File: config.mk
export PLATFORM = sky130hd
export DESIGN_NAME = seg7_scroll_scan
export DESIGN_NICKNAME = d
export VERILOG_FILES = /design/src/rtl/seg7_scroll_scan.sv
export SDC_FILE = /design/constraint.sdc
export NUM_CORES = 1
export LEC_CHECK = 0
export BUFFER_PORTS_ARGS = -buffer_cell sky130_fd_sc_hd__buf_2
export CAP_MARGIN = 20
export CORE_UTILIZATION = 45
export CTS_CLUSTER_DIAMETER = 200
export CTS_CLUSTER_SIZE = 12
export DETAILED_ROUTE_END_ITERATION = 10
export GPL_TIMING_DRIVEN = 0
export PLACE_DENSITY_LB_ADDON = 0.05
export SYNTH_ARGS = -nofsm -noshare
export SYNTH_HDL_FRONTEND = slang
export SYNTH_SLANG_ARGS = --single-unit
File: constraint.sdc
create_clock -name iClk -period 2.35 [get_ports iClk]
set_input_delay 0.47 -clock iClk [delete_from_list [all_inputs] [get_ports iClk]]
set_output_delay 0.47 -clock iClk [all_outputs]
set_load 0.005 [all_outputs]
File: src/rtl/seg7_scroll_scan.sv
// seg7_scroll_scan: message buffer, scroll engine and digit scanner
// for an 8-digit seven-segment display.
//
// Ports:
//   iClk     system clock, rising edge
//   iRst     asynchronous active-high reset
//   iWrEn    write strobe for one buffer character
//   iWrAddr  buffer position 0..15
//   iWrData  letter code to store
//   iLoad    pulse: latch iLen and restart scrolling
//   iLen     message length, clamped to 16
//   iPause   level: freeze scrolling while high
//   oLetter  letter code for the scanned digit (5'h1F = blank)
//   oAn      active-low one-hot digit enables, bit 0 = leftmost
//   oStep    one-cycle pulse per scroll advance
//   oWrap    one-cycle pulse when the offset returns to 0
//
// Build option: define SEG_SCROLL_EN to build the scroll engine;
// without it the first 8 characters are shown statically.

module seg7_scroll_scan #(
    parameter int SCAN_DIV   = 100_000,
    parameter int SCROLL_DIV = 50_000_000
) (
    input  logic       iClk,
    input  logic       iRst,
    input  logic       iWrEn,
    input  logic [3:0] iWrAddr,
    input  logic [4:0] iWrData,
    input  logic       iLoad,
    input  logic [4:0] iLen,
    input  logic       iPause,
    output logic [4:0] oLetter,
    output logic [7:0] oAn,
    output logic       oStep,
    output logic       oWrap
);

    localparam logic [4:0] BLANK = 5'h1F;

    localparam logic [1:0] ST_IDLE = 2'd0;
    localparam logic [1:0] ST_RUN  = 2'd1;
    localparam logic [1:0] ST_HOLD = 2'd2;

    localparam int SCAN_W = (SCAN_DIV > 1) ? $clog2(SCAN_DIV) : 1;
    localparam logic [SCAN_W-1:0] SCAN_LAST = SCAN_W'(SCAN_DIV - 1);

    logic [4:0]        msg_q [16];
    logic [4:0]        len_q;
    logic [4:0]        len_in;
    logic [1:0]        state_q;
    logic [1:0]        state_d;
    logic [2:0]        digit_q;
    logic [SCAN_W-1:0] scan_cnt;
    logic [4:0]        offset_q;
    logic [4:0]        pos;
    logic [4:0]        letter_d;
    logic              pause_eff;

    assign len_in = (iLen > 5'd16) ? 5'd16 : iLen;

    // Message buffer: writes land in every state.
    always_ff @(posedge iClk or posedge iRst) begin
        if (iRst) begin
            for (int i = 0; i < 16; i++) begin
                msg_q[i] <= BLANK;
            end
        end else if (iWrEn) begin
            msg_q[iWrAddr] <= iWrData;
        end
    end

    always_ff @(posedge iClk or posedge iRst) begin
        if (iRst) begin
            len_q <= 5'd0;
        end else if (iLoad) begin
            len_q <= len_in;
        end
    end

`ifdef SEG_SCROLL_EN
    assign pause_eff = iPause;
`else
    assign pause_eff = 1'b0;
`endif

    always_comb begin
        state_d = state_q;
        if (iLoad) begin
            if (len_in == 5'd0) begin
                state_d = ST_IDLE;
            end else if (state_q == ST_IDLE) begin
                state_d = ST_RUN;
            end else begin
                state_d = pause_eff ? ST_HOLD : ST_RUN;
            end
        end else begin
            case (state_q)
                ST_RUN:  if (pause_eff) state_d = ST_HOLD;
                ST_HOLD: if (!pause_eff) state_d = ST_RUN;
                default: state_d = state_q;
            endcase
        end
    end

    always_ff @(posedge iClk or posedge iRst) begin
        if (iRst) begin
            state_q <= ST_IDLE;
        end else begin
            state_q <= state_d;
        end
    end

    // Digit scanner; parked on digit 0 while idle so a fresh
    // load always starts from the leftmost digit.
    always_ff @(posedge iClk or posedge iRst) begin
        if (iRst) begin
            scan_cnt <= '0;
            digit_q  <= 3'd0;
        end else if (state_q == ST_IDLE) begin
            scan_cnt <= '0;
            digit_q  <= 3'd0;
        end else if (scan_cnt == SCAN_LAST) begin
            scan_cnt <= '0;
            digit_q  <= digit_q + 3'd1;
        end else begin
            scan_cnt <= scan_cnt + 1'b1;
        end
    end

`ifdef SEG_SCROLL_EN
    localparam int SCR_W = (SCROLL_DIV > 1) ? $clog2(SCROLL_DIV) : 1;
    localparam logic [SCR_W-1:0] SCR_LAST = SCR_W'(SCROLL_DIV - 1);

    logic [SCR_W-1:0] scroll_cnt;
    logic             scroll_tick;
    logic             wrap_hit;

    assign scroll_tick = (state_q == ST_RUN) && (scroll_cnt == SCR_LAST);
    // Message plus 8 trailing blanks: last offset is len + 7.
    assign wrap_hit    = (offset_q == len_q + 5'd7);

    // A load in the same cycle as a tick wins: restart, no step.
    always_ff @(posedge iClk or posedge iRst) begin
        if (iRst) begin
            scroll_cnt <= '0;
            offset_q   <= 5'd0;
            oStep      <= 1'b0;
            oWrap      <= 1'b0;
        end else begin
            oStep <= 1'b0;
            oWrap <= 1'b0;
            if (iLoad) begin
                scroll_cnt <= '0;
                offset_q   <= 5'd0;
            end else if (state_q == ST_IDLE) begin
                scroll_cnt <= '0;
            end else if (scroll_tick) begin
                scroll_cnt <= '0;
                oStep      <= 1'b1;
                if (wrap_hit) begin
                    offset_q <= 5'd0;
                    oWrap    <= 1'b1;
                end else begin
                    offset_q <= offset_q + 5'd1;
                end
            end else if (state_q == ST_RUN) begin
                scroll_cnt <= scroll_cnt + 1'b1;
            end
        end
    end
`else
    // Without scrolling the pause input and scroll rate have no role.
    logic unused_cfg;
    assign unused_cfg = iPause | (SCROLL_DIV < 1);

    assign offset_q = 5'd0;
    assign oStep    = 1'b0;
    assign oWrap    = 1'b0;
`endif

    // pos stays below 31 so 5 bits never overflow; pos < len <= 16
    // guarantees the low 4 bits index a valid buffer entry.
    assign pos      = offset_q + {2'b00, digit_q};
    assign letter_d = (pos < len_q) ? msg_q[pos[3:0]] : BLANK;

    always_ff @(posedge iClk or posedge iRst) begin
        if (iRst) begin
            oAn     <= 8'hFF;
            oLetter <= BLANK;
        end else if (state_q == ST_IDLE) begin
            oAn     <= 8'hFF;
            oLetter <= BLANK;
        end else begin
            oAn     <= ~(8'b1 << digit_q);
            oLetter <= letter_d;
        end
    end

endmodule
==> metrics.yaml <==
final_cells: 423
cp_max_fo: 10
vias: 2233
synthTopCellsByArea: "dfstp_2, dfrtp_1, mux2_2"
worst_pin_slew_ns: 0.826
synth_cell_types: 42
drc_errors: 0
clk_path_buf_depth: 2
yosysTopAreaCellShare: 0.375
holdBufCountCts: 0
total_power_uw: 3610
syn2layout_area_growth_pct: 15.0
gp_congestion: 0.723
finalNetCount: 344
crit_slowest_cell: "buf_1"
drt_iter0_drc: 79
power.density_nw_per_um2: 848
start_util: 0.473
numClockSinks: 79
n_fill_cell: 700
max_cap_violations: 0
cp_cell_sequence: "buf_1 -> mux4_2 -> mux2i_1 -> o311ai_0"
grt_pass1_vias: 2268
postRouteAntennaNets: 0
ioPinCount: 34
setup_viol: 0
ir_drop_mv: 0.483
critical_path_required_ns: 2.57
portBuffers: 30
power.leakage_uw: 0.00176
post_cts_resized: 0
cts_tree: "yes"
end_kind: "flop"
hp-class: "input port to asynchronous set/reset pin"
postSynthCellCount: 273
diodes: 0
ys_ff_latch: 79
avgSynthCellArea_sq_um: 13.6
yosys_warnings: 0
rows: 32
clockRootBuffer: "clkbuf_8"
rsz0062_at_grt: "no"
min_period_ns: 2.03
timing.fmax_mhz: 491
fp.dieH_um: 92.8
cp-start-kind: "flop"
antenna_found_initial: 0
synth_top_area_cell: "dfstp_2"
fp.coreArea_sq_um: 7850
routedWlPerCell_um: 16.0
finalCritPeriodShare: 0.866
synth_area_sq_um: 3710
dieArea_sq_um: 8610
relSlewSlack: 0.448
placed_cells: 407
max_stage_delay_ns: 0.58
gr-total-overflow: 0
critPathKind: "flop to flop"
clk_latency_ns: 0.35
grt_max_degree: 43
final_max_slew_viol_count: 0
hold_viol: 0
htree_levels: 3
hpwl_um: 4700
path_clk_slew_ns: 0.08
finalSetupTns_ns: 0
cts_made_buffers: 9
die_w_um: 92.8
clock_skew_ns: 0.00720
layout_common_cells: "dfstp_2, mux2_2, buf_2"
layout-drive-gt1-share: 0.505
grt_usage: 0.176
final_common_cell: "dfstp_2"
postCtsSetupRepairBufs: 0
grt_pass1_wl_um: 11400
status: "finished, final reports clean"
finalWirelength_um: 6750
arrival_ns: 2.26
drt-pass1-iter-count: 4
via_per_inst: 5.28
ys_seq_area_frac: 0.551
per-stage QoR:
| stage | util | setup WS (ns) | area, sq um | hold WS (ns) |
|---|---|---|---|---|
| 2_1_floorplan | - | 0.739 | 3720 | 0.450 |
| 3_5_place_dp | 0.512 | 0.335 | 4020 | 0.480 |
| 6_report | 0.544 | 0.315 | 4270 | 0.283 |
| 5_1_grt | 0.544 | 0.240 | 4270 | 0.349 |
| 4_1_cts | 0.544 | 0.311 | 4270 | 0.288 |
| 3_3_place_gp | 0.509 | 0.359 | 4000 | 0.477 |
critical path: cells and delay by family (launching register included):
kind	cells	cell delay, ns
mux	2	0.61
buf+inv	1	0.58
flops	1	0.51
compound gates	1	0.20
state kept, by name, summed over array words and instances, names as in the netlist:
register,flops
digit_q,3
len_q,5
msg_q,40
oAn,8
oLetter,5
scan_cnt,17
state_q,1
Yosys cell counts:
cell       n
nand2b_4   1
nor4_1     1
and4_1     3
xor2_1     5
nand4_1    6
ha_1       9
buf_4      2
inv_1      8
and4bb_2   1
and2_1     3
nand3_1    8
nor3b_1    1
nor2_1    19
dfstp_2   53
nor2b_1    3
clkbuf_8   1
buf_6      2
o311ai_0   5
and4_4     1
or4_1      1
clkbuf_1   2
nand2_1   11
a21o_1     1
nor3_1     4
xnor2_1    9
nor3b_2    2
mux4_2    10
a31oi_1    1
mux2i_1    8
conb_1     1
nand2b_1   3
a21oi_1    2
o21ai_0    4
dfrtp_1   26
nand3b_1   8
nor4bb_1   1
buf_2      1
mux2_2    41
clkinv_1   1
o31ai_1    1
nor4b_1    2
buf_1      1
where the power goes:
group	internal, uW	total, uW	switching [uW]
registers	1730	1890	159
logic	294	511	217
clock network	726	1210	486
total	2750	3610	862
final timing paths:
path	cells after the start	endpoint	slack [ns]	from
hold / removal	2	len_q[4]	0.28	iRst
hold reg to reg	1	scan_cnt[0]	0.49	scan_cnt[0]
setup / recovery	4	oLetter[0]	0.32	digit_q[1]
max in group asynchronous	3	oAn[6]	1.36	iRst
min in group iClk	2	len_q[4]	0.38	iLoad
setup reg to reg	4	oLetter[0]	0.32	digit_q[1]
per-layer routing:
| layer | part of all wire | GRT usage |
|---|---|---|
| met2 | 0.49 | 0.293 |
| met1 | 0.46 | 0.223 |
| met4 | 0.016 | 0.0615 |
| met5 | 0 | 0 |
| met3 | 0.030 | 0.0443 |
cell type report:
cell class                 count  area, sq um  share of cell area
clock inverter                 4         72.6              0.0170
inverter                       9         37.5             0.00880
timing repair buffer          31          170              0.0399
tap                          102          128              0.0299
buffer                         9         67.6              0.0158
multi-input combinational    177         1570               0.368
sequential                    79         2040               0.479
clock buffer                  12          178              0.0417
logic make-up after synthesis:
group	Yosys count	share of synthesized area
buffers and inverters	18	0.0273
AOI/OAI and AO/OA	14	0.0256
and+or+nand+nor	79	0.125
adders and majority gates	9	0.0304
DFF	79	0.551
xor gates and xnor gates	14	0.0331
muxes	59	0.207
other	1	0.00101
No activity file was read; power rests on OpenSTA's default activity.
